<file path="src/rtl/async_fifo_pkg.sv">
// Shared helpers for both pointer domains of the asynchronous FIFO.
// The Gray conversions work on a wide word so that callers of any pointer width can zero-extend into them.
package async_fifo_pkg;

    localparam int ADDR_W_DEFAULT = 3;
    localparam int GRAY_FN_W      = 32;

    function automatic logic [GRAY_FN_W-1:0] bin2gray(input logic [GRAY_FN_W-1:0] bin);
        return bin ^ (bin >> 1);
    endfunction

    // Prefix XOR from the MSB down, done in log2 steps.
    function automatic logic [GRAY_FN_W-1:0] gray2bin(input logic [GRAY_FN_W-1:0] gray);
        logic [GRAY_FN_W-1:0] bin;
        bin = gray;
        for (int s = 1; s < GRAY_FN_W; s = s * 2) begin
            bin = bin ^ (bin >> s);
        end
        return bin;
    endfunction

endpackage

</file>
<file path="src/rtl/sync_2ff.sv">
// Two-flop synchronizer for Gray-coded pointers crossing between clock domains.
// Only one bit of a Gray pointer moves per step, so a late capture yields the old or the new value, never a mix.
module sync_2ff #(
    parameter int WIDTH = 1
) (
    input  logic             clk,
    input  logic             srst,
    input  logic [WIDTH-1:0] d,
    output logic [WIDTH-1:0] q
);

    logic [WIDTH-1:0] meta;

    // NOTE: non-blocking assignments keep the two stages distinct; blocking would collapse them into one flop.
    always_ff @(posedge clk) begin
        if (srst) begin
            meta <= '0;
            q    <= '0;
        end else begin
            meta <= d;
            q    <= meta;
        end
    end

endmodule

</file>
<file path="src/rtl/rd_pointer.sv">
// Read-side pointer and flag logic of the asynchronous FIFO.
// empty, almost_empty and fill_level come from the synchronized write pointer, so they err on the side of "less data".
module rd_pointer
    import async_fifo_pkg::*;
#(
    parameter int ADDR_W    = ADDR_W_DEFAULT,
    parameter int AE_THRESH = 1
) (
    input  logic              rclk,
    input  logic              rd_srst,
    input  logic              rd_en,
    input  logic [ADDR_W:0]   wptr_gray,
    output logic [ADDR_W-1:0] rd_addr,
    output logic [ADDR_W:0]   rptr_gray,
    output logic              empty,
    output logic              almost_empty,
    output logic              rd_valid,
    output logic [ADDR_W:0]   fill_level
);

    localparam int PTR_W = ADDR_W + 1;

    logic [PTR_W-1:0] rq2;
    logic [PTR_W-1:0] rbin;
    logic [PTR_W-1:0] rbin_next;
    logic [PTR_W-1:0] rgray_next;
    logic [PTR_W-1:0] level_next;
    logic             rd_ok;

    sync_2ff #(.WIDTH(PTR_W)) u_wptr_sync (
        .clk  (rclk),
        .srst (rd_srst),
        .d    (wptr_gray),
        .q    (rq2)
    );

    // Flags look ahead to the post-read pointer so the last read raises empty on the same edge.
    always_comb begin
        rd_ok      = rd_en & ~empty;
        rbin_next  = rbin + PTR_W'(rd_ok);
        rgray_next = PTR_W'(bin2gray(GRAY_FN_W'(rbin_next)));
        level_next = PTR_W'(gray2bin(GRAY_FN_W'(rq2)) - GRAY_FN_W'(rbin_next));
    end

    always_ff @(posedge rclk) begin
        if (rd_srst) begin
            rbin         <= '0;
            rptr_gray    <= '0;
            empty        <= 1'b1;
            almost_empty <= 1'b1;
            fill_level   <= '0;
            rd_valid     <= 1'b0;
        end else begin
            rbin         <= rbin_next;
            rptr_gray    <= rgray_next;
            empty        <= (rgray_next == rq2);
            almost_empty <= (level_next <= PTR_W'(AE_THRESH));
            fill_level   <= level_next;
            rd_valid     <= rd_ok;
        end
    end

    assign rd_addr = rbin[ADDR_W-1:0];

endmodule

</file>
<file path="config.mk">
export PLATFORM = sky130hd
export DESIGN_NAME = rd_pointer
export DESIGN_NICKNAME = d
export VERILOG_FILES = /design/src/rtl/async_fifo_pkg.sv /design/src/rtl/sync_2ff.sv /design/src/rtl/rd_pointer.sv
export SDC_FILE = /design/constraint.sdc
export NUM_CORES = 1
export LEC_CHECK = 0
export ABC_CLOCK_PERIOD_IN_PS = 5700
export CORE_ASPECT_RATIO = 1.1
export CORE_MARGIN = 2
export CORE_UTILIZATION = 30
export DETAILED_ROUTE_END_ITERATION = 12
export HOLD_SLACK_MARGIN = 0.1
export SKIP_CTS_REPAIR_TIMING = 1
export SYNTH_ARGS = -nofsm -noshare
export SYNTH_HDL_FRONTEND = slang
export SYNTH_SLANG_ARGS = --single-unit
</file>
<file path="constraint.sdc">
create_clock -name rclk -period 5.7 [get_ports rclk]
set_clock_uncertainty 0.2 [all_clocks]
set_input_delay 0.57 -clock rclk [delete_from_list [all_inputs] [get_ports rclk]]
set_output_delay 0.57 -clock rclk [all_outputs]
set_load 0.03 [all_outputs]
</file>
==> After elaboration in Yosys (flattened, before gate mapping) <==
Cells that the tools add are included.
{ "word_totals": {"inputBits": 7, "regBits": 23} }
{ "classes": {"magnitude_cmp": 1, "eq_ne": 1, "add_sub_neg": 2, "bitwise_logic": 8} }
{ "op_table": {"columns": ["op", "n"], "rows": [
  ["$xor A4 B1 Y4 const B", 3],
  ["$xor A4 B3 Y4", 2],
  ["$add A4 B1 Y4", 1],
  ["$eq A4 B4 Y1", 1],
  ["$le A4 B1 Y1 const B", 1],
  ["$sub A4 B4 Y4", 1],
  ["$xor A4 B2 Y4", 1],
  ["$and A1 B1 Y1", 1],
  ["$not A1 Y1", 1]
]} }

==> Logic depth before layout (Yosys ltp) <==
{ "logic_depth": {"depth_word": 7, "mapped_depth": 11} }

==> By module <==
Synthesis repeated with hierarchy kept, for this count alone.
{ "hier_totals": {"cells_unflattened": 85, "hier_area_um2": 890.9} }
{ "modules_own_cells": {"columns": ["module", "instances", "seq_area_each_um2", "cells_each", "area_each_um2"], "rows": [
  ["rd_pointer", 1, 280.3, 69, 680.7],
  ["sync_2ff", 1, 160.2, 16, 210.2]
]} }

==> Worst setup path before layout <==
No wires, ideal clock.
{ "synth_path": {"kind": "in2reg", "startpoint": "input port rd_en", "endpoint": "register almost_empty", "arrival_ps": 2268, "t_required_ps": 5416, "setup_slack_ps": 3147, "path_stages": 10, "path_cell_list": "nor2b_1 ha_1 ha_1 clkbuf_8 xor2_1 ha_1 a211oi_1 a21oi_1 xnor2_1 o31ai_2"} }
{ "synth_via": {"elab_chain_cells": 4} }
{ "synth_lines": {"columns": ["element", "line_no", "rtl"], "rows": [
  ["start: declaration", "rd_pointer.sv:11", "input logic rd_en,"],
  ["$and A1 B1 Y1", "rd_pointer.sv:39", "rd_ok = rd_en & ~empty;"],
  ["$add A4 B1 Y4", "rd_pointer.sv:40", "rbin_next = rbin + PTR_W'(rd_ok);"],
  ["via rbin_next[1]", "rd_pointer.sv:25", "logic [PTR_W-1:0] rbin_next;"],
  ["$sub A4 B4 Y4", "rd_pointer.sv:42", "level_next = PTR_W'(gray2bin(GRAY_FN_W'(rq2)) - GRAY_FN_W'(rbin_next));"],
  ["$le A4 B1 Y1", "rd_pointer.sv:57", "almost_empty <= (level_next <= PTR_W'(AE_THRESH));"],
  ["end signal: assignment", "rd_pointer.sv:57", null],
  ["end: declaration", "rd_pointer.sv:16", "output logic almost_empty,"]
]} }
The timed path passes the listed nets, and every way through them passes these cells.
A chain may end at the register's enable or synchronous reset.

==> Worst setup path in the final report <==
{ "layout_path": {"startpoint": "input port rd_en", "endpoint": "register almost_empty"} }
{ "layout_via": {"elab_chain_cells": 4} }
{ "layout_lines": {"columns": ["element", "line_no", "rtl"], "rows": [
  ["$and A1 B1 Y1", "rd_pointer.sv:39", null],
  ["via rd_ok", "rd_pointer.sv:28", "logic rd_ok;"],
  ["$add A4 B1 Y4", "rd_pointer.sv:40", null],
  ["via rbin_next[1]", "rd_pointer.sv:25", null],
  ["$sub A4 B4 Y4", "rd_pointer.sv:42", null],
  ["$le A4 B1 Y1", "rd_pointer.sv:57", null]
]} }
The timed path passes the listed nets, and every way through them passes these cells.

==> qor.txt <==
CP max-delay cell: clkdlybuf4s50_1
global route total overflow: 0
Slew Limit Headroom: 61.0%
Arr. time, crit path: 2.83 ns
Yosys reg bits: 22
clock latency on the worst-skew pair: 0.31 ns
met2 WL: 642 µm
drt initial violations: 6
Total Power: 0.367 mW
outcome: finished clean
n_diodes: 0
post-synth top area share: 49.9%
Clock Pin Slew Worst Setup and Hold Paths: 0.12 ns
post-layout util: 41.8%
crit-path most repeated cell: ha_1
Crit Path Class: in -> reg
Area Overhead vs Synth: 31.3%
sequential power share: 46.2%
critical-path maximum fanout: 11
first-pass GRT wire length: 2320 µm
crit-path cells: clkdlybuf4s50_1 -> nor2b_1 -> ha_1 -> ha_1 -> xor2_1 -> ha_1 -> a211oi_1 -> a21oi_1 -> xnor2_1 -> o31ai_2
Critical Path Sink Type: register
Avg Cell Area, Syn: 10.4 µm²
Post-route DRC: 0
vias per inst: 4.26
initial antenna violation count: 0
max incr delay on CP: 0.45 ns
cts bufs inserted: 3
Pre-antenna DRT Iters: 4
Hold Worst Slack: 0.248 ns
top cells by area, synth: dfxtp_1, nor2b_1, xnor2_1
final-report setup violation count: 0
crit path time final: 2.80 ns
Synth Instances: 85
Routed Antenna Nets: 0
CP delay by family, top: adder cells
fmax: 0.357 GHz
final instance area: 0.00116 mm²
Hold Vio Cnt, Final: 0
Post-Route WL: 1300 µm
Setup TNS Final: 0 ns
Critical Path Source Type: input pin
switching power: 0.0923 mW
number of synthesis warnings: 0
via count: 596
post-synth top area cell: dfxtp_1
Row Count: 20
global placement routability congestion: 0.815
worst path bufs/invs: 1
Placement Cell Area: 0.00111 mm²
CTS Sinks: 22
switching share of power: 25.2%
Combinational Power Share: 22.1%
Die Y: 60.9 µm
# IOs: 21
Crit path required time: 5.72 ns
htree depth: 1
met3 WL post-DR: 75 µm
hold crit path type: reg -> reg
post-synthesis sequential area ratio: 49.9%
die width: 55.7 µm
Port Buffers: 20
Final Cycle Share: 49.2%
post-synthesis cell type count: 23
drt wl/cell: 9.26 µm
final HPWL from detailed placement: 1040 µm
Slew Viols, Final: 0
Starting Density: 31.8%
largest net degree at the start of global routing: 19
Root Buffer: clkbuf_4
Syn Nets: 96
vias in the first global route: 534
highest routed metal layer: met3
nets: 119
Pint: 0.275 mW
die area: 0.00339 mm²
CTS tree: done
Syn Std Cell Area: 883 µm²
IR drop worst, VDD: 190 µV
wl on met1: 578 µm
Core Region: 0.00278 mm²
pwr dens: 317 mW/mm²
power share of the clock group: 31.7%
layout cells sized above 1: 8.41%
setup repair after global routing missed its margin: no
Max-Cap Viols: 0
GRT Overall Usage: 8.75%
Worst-Margin Slew: 0.583 ns
clk buf depth: 2
Leak: 0.464 nW
-- synth_stat cells --
cell / count
dfxtp_1: 22
nor2b_1: 13
xnor2_1: 9
nor2_1: 7
xor2_1: 6
and2_1: 4
ha_1: 4
nand2_1: 3
inv_1: 2
nor3_1: 2
a211oi_1: 1
a21oi_1: 1
a31oi_2: 1
and3_1: 1
clkbuf_1: 1
clkbuf_8: 1
maj3_2: 1
nand2_2: 1
nand3_1: 1
o21ai_0: 1
o21ai_1: 1
o31ai_2: 1
or2_2: 1
-- final cells by class --
cell class	instances	area (µm²)
clock buffers	3	22.5
fillers	269	1620
repair buffers	20	200
flip-flops and latches	22	440
multi-input cells	59	418
clock inverters	1	30.0
inverters	2	7.51
well taps	33	41.3
-- path summary, 6_finish.rpt --
path	slack, ns	endpoint	cells after the start	start
min reg2reg	0.25	u_wptr_sync.q[3]	1	u_wptr_sync.meta[3]
max reg2reg	3.17	almost_empty	11	u_wptr_sync.q[2]
min	0.25	u_wptr_sync.q[3]	1	u_wptr_sync.meta[3]
max	2.90	almost_empty	10	rd_en
-- per-stage QoR --
stage	worst slack (ns)	instances
2_1_floorplan	3.15	85
3_3_place_gp	2.69	136
3_5_place_dp	2.55	136
4_1_cts	2.88	140
5_1_grt	2.75	140
6_report	2.90	140
-- worst register-to-register path, cell delays in order (launching register included) --
cell and delay [ns]:
dfxtp_1 0.35, xor2_1 0.21, or2_2 0.32, nand2_1 0.12
xor2_1 0.17, ha_1 0.21, inv_1 0.05, ha_1 0.19
a211oi_1 0.16, a21oi_1 0.08, xnor2_1 0.16, o31ai_2 0.23
-- power by group through the flow --
stage                     Combinational (mW)  Sequential [mW]  Clock, mW
after CTS                             0.0824            0.170      0.122
after global routing                  0.0884            0.171      0.127
after floorplan                       0.0355            0.192          0
after global placement                0.0815            0.173          0
final                                 0.0811            0.170      0.116
after detailed placement              0.0819            0.173          0
-- cells in the final DEF, fill, tap and decap left out, drive strengths merged --
cell type	instances
a211oi	1
a21oi	1
a31oi	1
and2	4
and3	1
bufinv	1
clkbuf	3
clkdlybuf4s50	20
dfxtp	22
ha	4
inv	2
maj3	1
nand2	4
nand3	1
nor2	7
nor2b	13
nor3	2
o21ai	2
o31ai	1
or2	1
xnor2	9
xor2	6
-- per-layer routing --
metal	vias to the layer above	GRT usage, %
li1	315	-
met1	264	10.3
met2	17	15.5
met3	0	4.48
met4	0	0
met5	-	0
-- flip-flops by register name (all words and copies together), names as in the netlist --
name	flops
fill_level	4
u_wptr_sync.q	4
u_wptr_sync.meta	4
empty	1
rd_valid	1
almost_empty	1
rptr_gray	4
rbin	3
-- cells by family after synthesis --
kind of cell	count (synthesis)	synth area share [%]
AO/OA/AOI/OAI	6	5.38
adder cells (fa/ha/maj)	5	6.94
flip-flops	22	49.9
AND/OR/NAND/NOR	33	20.1
buffers and inverters	4	2.83
XOR/XNOR	15	14.9
Power figures use the tool's default switching activity.
